===== src/rtl/iir_acc_sched.sv =====
// iir_acc_sched
// ---------------------------------------------------------------------------
// Multi-channel running accumulator (y[n] = x[n] + y[n-1] mod 2^width_p)
// with one carry-save adder stage shared between channels. A round-robin
// arbiter picks at most one requesting channel per cycle. Channel state is
// kept redundant (sum_r/carry_r), and only the single result being emitted
// is resolved with a carry-propagate add.
//
// Ports
//   clk          rising-edge clock
//   rst          synchronous, active-high reset
//   req_valid    per-channel sample valid
//   req_ready    per-channel accept (combinational, one-hot or zero)
//   req_sample   packed samples, channel i at [i*width_p +: width_p]
//   req_restart  per-channel: an accepted sample restarts the channel (y = x)
//   clr_all      one-cycle pulse: zero every channel through a sweep
//   busy         high while the clear sweep runs
//   out_valid    result valid
//   out_ready    downstream accept
//   out_ch       channel of the result
//   out_sum      resolved accumulator value of out_ch after its update
//   dbg_state    current FSM state (0 = RUN, 1 = CLEAR) for observation
//
// Handshake: a transfer happens on a rising edge where valid and ready are
// both high. req_ready never depends on req_sample or req_restart, and
// out_valid never depends on out_ready. Once out_valid is high, out_ch and
// out_sum stay stable until the edge where out_ready is high.
// ---------------------------------------------------------------------------
module iir_acc_sched #(
  parameter int width_p = 16,
  parameter int n_ch_p  = 4
) (
  input  logic                         clk,
  input  logic                         rst,
  input  logic [n_ch_p-1:0]            req_valid,
  output logic [n_ch_p-1:0]            req_ready,
  input  logic [n_ch_p*width_p-1:0]    req_sample,
  input  logic [n_ch_p-1:0]            req_restart,
  input  logic                         clr_all,
  output logic                         busy,
  output logic                         out_valid,
  input  logic                         out_ready,
  output logic [$clog2(n_ch_p)-1:0]    out_ch,
  output logic [width_p-1:0]           out_sum,
  output logic                         dbg_state
);

  localparam int ch_w = $clog2(n_ch_p);

  localparam logic [0:0] st_run   = 1'b0;
  localparam logic [0:0] st_clear = 1'b1;

  logic [0:0]         state_r;
  logic [ch_w-1:0]    ptr_r;
  logic [ch_w-1:0]    sweep_r;

  // Redundant per-channel state: y = sum_r + (carry_r << 1) mod 2^width_p.
  logic [width_p-1:0] sum_r   [n_ch_p];
  logic [width_p-1:0] carry_r [n_ch_p];

  logic [width_p-1:0] samp [n_ch_p];

  logic               found;
  logic [ch_w-1:0]    win;
  logic [ch_w-1:0]    idx;
  logic               slot_free;
  logic               grant;

  logic [width_p-1:0] csa_x;
  logic [width_p-1:0] csa_a;
  logic [width_p-1:0] csa_b;
  logic [width_p-1:0] csa_sum;
  logic [width_p-1:0] csa_carry;
  logic [width_p-1:0] nxt_sum;
  logic [width_p-1:0] nxt_carry;
  logic [width_p-1:0] nxt_y;

  // Unpack the sample bus so the winner can be selected by index.
  always_comb begin
    for (int i = 0; i < n_ch_p; i++) begin
      samp[i] = req_sample[i*width_p +: width_p];
    end
  end

  // Round-robin search starting at ptr_r. The index add wraps naturally
  // because n_ch_p is a power of two.
  always_comb begin
    found = 1'b0;
    win   = '0;
    idx   = '0;
    for (int k = 0; k < n_ch_p; k++) begin
      idx = ptr_r + ch_w'(k);
      if (!found && req_valid[idx]) begin
        found = 1'b1;
        win   = idx;
      end
    end
  end

  // The output register can take a new result if it is empty or is being
  // drained on this same edge.
  assign slot_free = !out_valid || out_ready;

  // clr_all wins over any request in the cycle it arrives.
  assign grant = (state_r == st_run) && !clr_all && !rst && slot_free && found;

  always_comb begin
    req_ready = '0;
    if (grant) begin
      req_ready[win] = 1'b1;
    end
  end

  // Shared carry-save stage: three operands (sample, sum, shifted carry)
  // reduced to two without carry propagation.
  always_comb begin
    csa_x     = samp[win];
    csa_a     = sum_r[win];
    csa_b     = carry_r[win] << 1;
    csa_sum   = csa_x ^ csa_a ^ csa_b;
    csa_carry = (csa_x & csa_a) | (csa_x & csa_b) | (csa_a & csa_b);
    if (req_restart[win]) begin
      nxt_sum   = csa_x;
      nxt_carry = '0;
    end else begin
      nxt_sum   = csa_sum;
      nxt_carry = csa_carry;
    end
    // Only the emitted value pays for a full carry-propagate add.
    nxt_y = nxt_sum + (nxt_carry << 1);
  end

  assign busy      = (state_r == st_clear);
  assign dbg_state = state_r[0];

  always_ff @(posedge clk) begin
    if (rst) begin
      for (int i = 0; i < n_ch_p; i++) begin
        sum_r[i]   <= '0;
        carry_r[i] <= '0;
      end
      ptr_r     <= '0;
      sweep_r   <= '0;
      state_r   <= st_run;
      out_valid <= 1'b0;
      out_ch    <= '0;
      out_sum   <= '0;
    end else begin
      // Datapath and output register. A grant only happens in RUN, so the
      // channel update never collides with the sweep write below.
      if (grant) begin
        sum_r[win]   <= nxt_sum;
        carry_r[win] <= nxt_carry;
        ptr_r        <= win + 1'b1;
        out_valid    <= 1'b1;
        out_ch       <= win;
        out_sum      <= nxt_y;
      end else if (out_ready) begin
        out_valid <= 1'b0;
      end

      // Control: a pending output keeps draining while the sweep runs.
      case (state_r)
        st_run: begin
          if (clr_all) begin
            state_r <= st_clear;
            sweep_r <= '0;
          end
        end
        st_clear: begin
          sum_r[sweep_r]   <= '0;
          carry_r[sweep_r] <= '0;
          if (sweep_r == ch_w'(n_ch_p - 1)) begin
            state_r <= st_run;
            ptr_r   <= '0;
          end else begin
            sweep_r <= sweep_r + 1'b1;
          end
        end
        default: begin
          state_r <= st_run;
        end
      endcase
    end
  end

endmodule


===== config.mk =====
export PLATFORM = sky130hd
export DESIGN_NAME = iir_acc_sched
export DESIGN_NICKNAME = d
export VERILOG_FILES = /design/src/rtl/iir_acc_sched.sv
export SDC_FILE = /design/constraint.sdc
export NUM_CORES = 1
export LEC_CHECK = 0
export CORE_MARGIN = 2
export CORE_UTILIZATION = 25
export DETAILED_ROUTE_END_ITERATION = 10
export PLACE_DENSITY_LB_ADDON = 0.15
export SYNTH_ARGS = -nofsm -noshare
export SYNTH_HDL_FRONTEND = slang
export SYNTH_SLANG_ARGS = --single-unit

===== constraint.sdc =====
create_clock -name clk -period 6.95 [get_ports clk]
set_clock_uncertainty 0.2 [all_clocks]
set_input_delay 0.695 -clock clk [delete_from_list [all_inputs] [get_ports clk]]
set_output_delay 0.695 -clock clk [all_outputs]
set_load 0.005 [all_outputs]

Word level (Yosys, flattened, before mapping)
Memories as Yosys holds them, arrays and structs flattened.
Index checks and enable logic that the tools add are counted.
Word-level totals
  bits in registers: 24
  word-level logic and storage cells: 111
  memories kept: 2
  input bits: 76
  memory bits (writable): 128
Operators by class
  eq/ne operators: 3
  add/sub/neg operators: 6
  mux-type cells: 57
  reduce and logical (&&, ||, !) cells: 21
  bitwise operators: 9
  $lt $le $gt $ge: 7
Memory list
  carry_r: words 4, bits a word 16, rd ports 1, clocked after Yosys merged registers in 0, write ports 4, line 59  | logic [width_p-1:0] carry_r [n_ch_p];
  sum_r: words 4, bits a word 16, rd ports 1, clocked after Yosys merged registers in 0, write ports 4, line 58  | logic [width_p-1:0] sum_r [n_ch_p];
Operators with widths (number)
  $mux 16: 8
  $reduce_or 16->1: 4
  $and 16x16->16: 3
  $bmux 16 s2: 1
  $or 16x16->16: 2
  $xor 16x16->16: 2
  $mux 1: 26
  $mux 2: 13
  $add 16x16->16: 1
  $lt 2x3->1 const B: 5
  $bmux 1 s2: 5
  $logic_and 1x1->1: 8
  $add 2x1->2 const B: 3
  $logic_not 1->1: 6
  $add 2x2->2 const B: 2
  $mux 4: 1
  $ne 2x2->1 const B: 2
  $pmux 2 s2: 1
  $ge 3x3->1 const B: 1
  $not 2->3: 1
  $demux 1 s2: 1
  $eq 2x2->1 const B: 1
  $ge 2x1->1 const B: 1
  $pmux 1 s2: 1
  other kinds (4): 4

Longest topological paths before layout
  depth in word-level cells: 22
  mapped depth: 24
  depth with buffers taken out: 21

Least setup slack after synthesis
OpenSTA, ideal clock, no wires.
  kind: input to register
  from: input req_valid[3]
  to: register out_sum[14]
  slack: 1687 ps
  arrival: 4933 ps
  stages: 21
  cell sequence: mux2i_1 -> o2bb2ai_2 -> or2_1 -> buf_6 -> clkbuf_1 -> buf_1 -> nand2_1 -> and3_1 -> a31oi_1 -> fa_1 -> inv_1 -> mux2i_4 -> ha_1 -> a21o_1 -> a21o_1 -> a2111oi_0 -> o31ai_1 -> a2111oi_0 -> o21bai_1 -> xnor2_1 -> o21ai_0
Between the ends
  longest elaborated chain between the ends: 21
RTL lines
  start: declaration: line 35  | input logic [n_ch_p-1:0] req_valid,
  $bmux 1 s2: line 93  | if (!found && req_valid[idx]) begin
  $mux 1 (not written as such): line 93
  $mux 1: line 93
  $logic_not 1->1: line 93
  $logic_and 1x1->1: line 93
  $mux 1: line 93
  $logic_not 1->1: line 93
  $logic_and 1x1->1: line 93
  [... 3 more ...]
  $mux 2: line 93
  $not 2->3 (not written as such): line 117  | csa_x = samp[win];
  $bmux 16 s2: line 117
  $mux 16 (not written as such) (2 in series): line 117
  $and 16x16->16: line 121  | csa_carry = (csa_x & csa_a) | (csa_x & csa_b) | (csa_a & csa_b);
  $or 16x16->16 (2 in series): line 121
  $mux 16: line 122  | if (req_restart[win]) begin
  $add 16x16->16: line 130  | nxt_y = nxt_sum + (nxt_carry << 1);
  end signal: assignment: line 157  | out_sum <= nxt_y;
  end: declaration: line 44  | output logic [width_p-1:0] out_sum,
Parallel ways exist; a longest one is shown, timed or not. The select of a mux whose other input is x is not followed.
A chain may end at the register's enable or synchronous reset.

Final worst setup path
Same ends and word-level chain as after synthesis.

==> run_results.csv <==
group,metric,value,unit
placement,gp_congestion,0.7640,
worst_setup_path,crit_slowest_cell,"a2111oi_0",
timing,fmax,170.5,MHz
timing,setup-violations-final,0,
power,p_leak,4.194,nW
floorplanning,dieHeight,189.1,µm
clocking,cts_resized,0,
drt,dr_total_vias,6243,
worst_setup_path,r2r_end,"out_sum[14]$_SDFFE_PP0P_",
worst_hold_path,hp-class,"reg -> reg",
logic_synthesis,ys.flop_type,"edfxtp_1",
floorplanning,dieArea,0.03577,mm²
clocking,h-tree-depth,4,
clocking,cts.sinks,148,
cells_and_area,areaGrowthSynthToFinish,24.27,%
cells_and_area,nFillCells,3433,
clocking,cts_made_buffers,17,
logic_synthesis,synth_seq_cells,148,
logic_synthesis,syn-cell-area,0.008568,mm²
clocking,cts_buffer_depth,2,
worst_setup_path,startpoint_type,"input pin",
power,power.density,269.2,mW/mm²
cells_and_area,final_cell_area,0.01065,mm²
logic_synthesis,synth_area_leaders,"edfxtp_1 (43%), dfxtp_1 (5.6%), nand2_1 (5.4%), mux2i_1 (5.0%), nor2_1 (4.0%)",
worst_setup_path,end_kind,"flip-flop",
floorplanning,start_util,25.49,%
logic_synthesis,synth_edf_count,124,
drt,ant_nets,0,
floorplanning,die_w,189.1,µm
drt,via_per_inst,4.488,
clocking,clk_pin_slew_worst_paths,70,ps
worst_setup_path,reg2reg_from,"ptr_r[1]$_SDFF_PP0_",
placement,placed_cell_area,0.01008,mm²
logic_synthesis,netlist_instances,840,
grt,grt.overflow.total,0,
worst_setup_path,critPathMaxFanout,39,
grt,antenna_found_initial,0,
worst_setup_path,critPathMaxStageDelay,620,ps
clocking,clock_latency,430,ps
floorplanning,rows,67,
drt,drc_errors,0,
timing,post-route-min-period,5865,ps
grt,grt_start_max_net_pins,43,
cells_and_area,fin_nets,1041,
worst_setup_path,reg2reg_slack,1550,ps
placement,io_buffers,100,
drt,drt-initial-drc-count,332,
worst_setup_path,crit_path_end,"out_sum[14]$_SDFFE_PP0P_",
timing,setup-tns-final,0,ps
grt,grt_pass1_wl,39470,µm
worst_setup_path,r2r_cells,19,
logic_synthesis,syn_avg_cell_area,10.20,µm²
cells_and_area,final_layout_size_suffix_gt1_share,9.968,%
logic_synthesis,synth_cell_types,61,
clocking,cts_root_buf,"clkbuf_16",
timing,hold_viol,0,
logic_synthesis,yosysSeqAreaShare,49.07,%
run_status,outcome,"completed",
floorplanning,pin_count,101,
drt,wire_per_inst,18.49,µm
timing,whs,253.6,ps
clocking,ctsHoldBuffers,0,
worst_setup_path,cp-startpoint,"req_valid[3]",
placement,hpwl,16670,µm
logic_synthesis,synth_top_area_share,43.46,%
logic_synthesis,synth_nets,951,
power,vdd_drop_max,0.0001672,V
grt,track_usage,14.65,%
grt,grt_pass1_vias,6444,
drt,wirelength,25720,µm
logic_synthesis,yosysTopAreaCell,"edfxtp_1",
worst_setup_path,cp_data_required_time,7040,ps
timing,fin_crit_sh,84.38,%
flow_run,cap_violations,0,
clocking,post_cts_buffers,0,
timing,relSlewSlack,28.94,%
timing,tightest_slew,1066,ps
floorplanning,core-area,0.03362,mm²
timing,rsz0062_at_grt,"false",
timing,drv_slew,0,
clocking,cts_tree,"yes",
logic_synthesis,async_reset_ff_share,0,%
drt,firstDrtPassIters,4,
logic_synthesis,yosys_warnings,0,
worst_setup_path,crit_type,"in -> reg",
worst_setup_path,crit_chain,"clkdlybuf4s50_1, mux2i_1, o2bb2ai_2, or2_2, clkinv_4, mux2i_1, mux2_2, inv_1, fa_1, inv_1, mux2i_4, ha_1, a21o_1, a21o_1, a2111oi_0, o31ai_1, a2111oi_0, o21bai_1, xnor2_1, o21ai_0",
cells_and_area,n_antenna_cell,0,
worst_setup_path,cp.arrival,5960,ps
worst max-delay path: cells and delay by family:
family	cells	cell delay (ps)
buffers and inverters	4	1020
multiplexers	4	760
adder cells (fa/ha/maj)	2	800
AND/OR/NAND/NOR	1	350
XOR/XNOR	1	160
AO/OA/AOI/OAI	8	2170
cell usage after synthesis, types with 11 or more instances:
master    instances
and3_1           27
nor2_1           92
a21oi_1          19
and2_1           45
nor3b_1          18
a21o_1           12
a31oi_1          18
fa_1             11
dfxtp_1          24
inv_1            44
clkbuf_1         29
edfxtp_1        124
mux2i_1          43
o21ai_0          16
nand3b_1         11
a211oi_1         17
nand2_1         123
ha_1             24
xor2_1           15
sequential cells by signal, indices dropped and copies added, names as in the netlist:
signal and flops:
carry_r 60, sweep_r 2, out_valid 1, out_ch 2, sum_r 64, out_sum 16, busy 1, ptr_r 2
routing by layer:
| metal | up-vias | part of all wire [%] | track usage (%) |
|---|---|---|---|
| met5 | - | 0 | 0 |
| met4 | 0 | 1.4 | 4.026 |
| met3 | 16 | 3.2 | 2.521 |
| met2 | 103 | 47 | 24.15 |
| met1 | 3019 | 48 | 19.78 |
| li1 | 3105 | - | - |
cell families (layout without fill, tap and decap cells):
| logic type | count (synthesis) | count (layout) | synth area share (%) |
|---|---|---|---|
| XOR/XNOR | 21 | 21 | 2.147 |
| buffers and inverters | 95 | 198 | 4.848 |
| AO/OA/AOI/OAI | 113 | 113 | 9.098 |
| adder cells (fa/ha/maj) | 35 | 35 | 6.075 |
| multiplexers | 63 | 63 | 8.148 |
| flip-flops | 148 | 148 | 49.07 |
| AND/OR/NAND/NOR | 365 | 365 | 20.62 |
area by class of cell:
type | instances | area [µm²] | share of cell area, %
clock buffers | 17 | 425.4 | 3.995
inverters | 46 | 177.7 | 1.669
well taps | 448 | 560.5 | 5.264
repair buffers | 120 | 1164 | 10.93
clock inverters | 15 | 143.9 | 1.351
multi-input cells | 597 | 3973 | 37.31
flip-flops and latches | 148 | 4204 | 39.48
stage by stage:
stage          setup WS (ps)  instances  total power [mW]  utilization, %
2_1_floorplan           1687        840             1.668               -
3_3_place_gp           714.8       1359             2.011           29.98
3_5_place_dp           581.0       1359             2.010           29.98
4_1_cts                 1034       1391             2.905           31.67
5_1_grt                711.6       1391             3.026           31.67
6_report                1085       1391             2.867           31.67
cell usage in the layout, fill, tap and decap left out, types with 19 or more instances in the layout:
master / count
and3_1: 27
ha_1: 24
a21oi_1: 19
and2_1: 45
buf_4: 19
edfxtp_1: 124
mux2i_1: 43
nand2_1: 123
nor2_1: 92
inv_1: 44
dfxtp_1: 24
clkdlybuf4s50_1: 100
power breakdown:
part           total [mW]  internal, mW  switching [mW]
Combinational       0.898         0.368           0.530
Sequential           1.08          1.05          0.0317
Clock               0.890         0.471           0.419
worst min-delay path by stage:
stage	endpoint	depth (start not counted)	slack (ps)	from
floorplan	out_sum[10]$_SDFFE_PP0P_	2	250	out_sum[10]$_SDFFE_PP0P_
global placement	out_sum[10]$_SDFFE_PP0P_	2	240	out_sum[10]$_SDFFE_PP0P_
detailed placement	out_sum[10]$_SDFFE_PP0P_	2	250	out_sum[10]$_SDFFE_PP0P_
CTS	out_sum[10]$_SDFFE_PP0P_	2	260	out_sum[10]$_SDFFE_PP0P_
global route	out_ch[0]$_SDFFE_PP0P_	2	280	out_ch[0]$_SDFFE_PP0P_
finish	out_sum[10]$_SDFFE_PP0P_	2	250	out_sum[10]$_SDFFE_PP0P_
No activity file was read; power rests on OpenSTA's default activity.
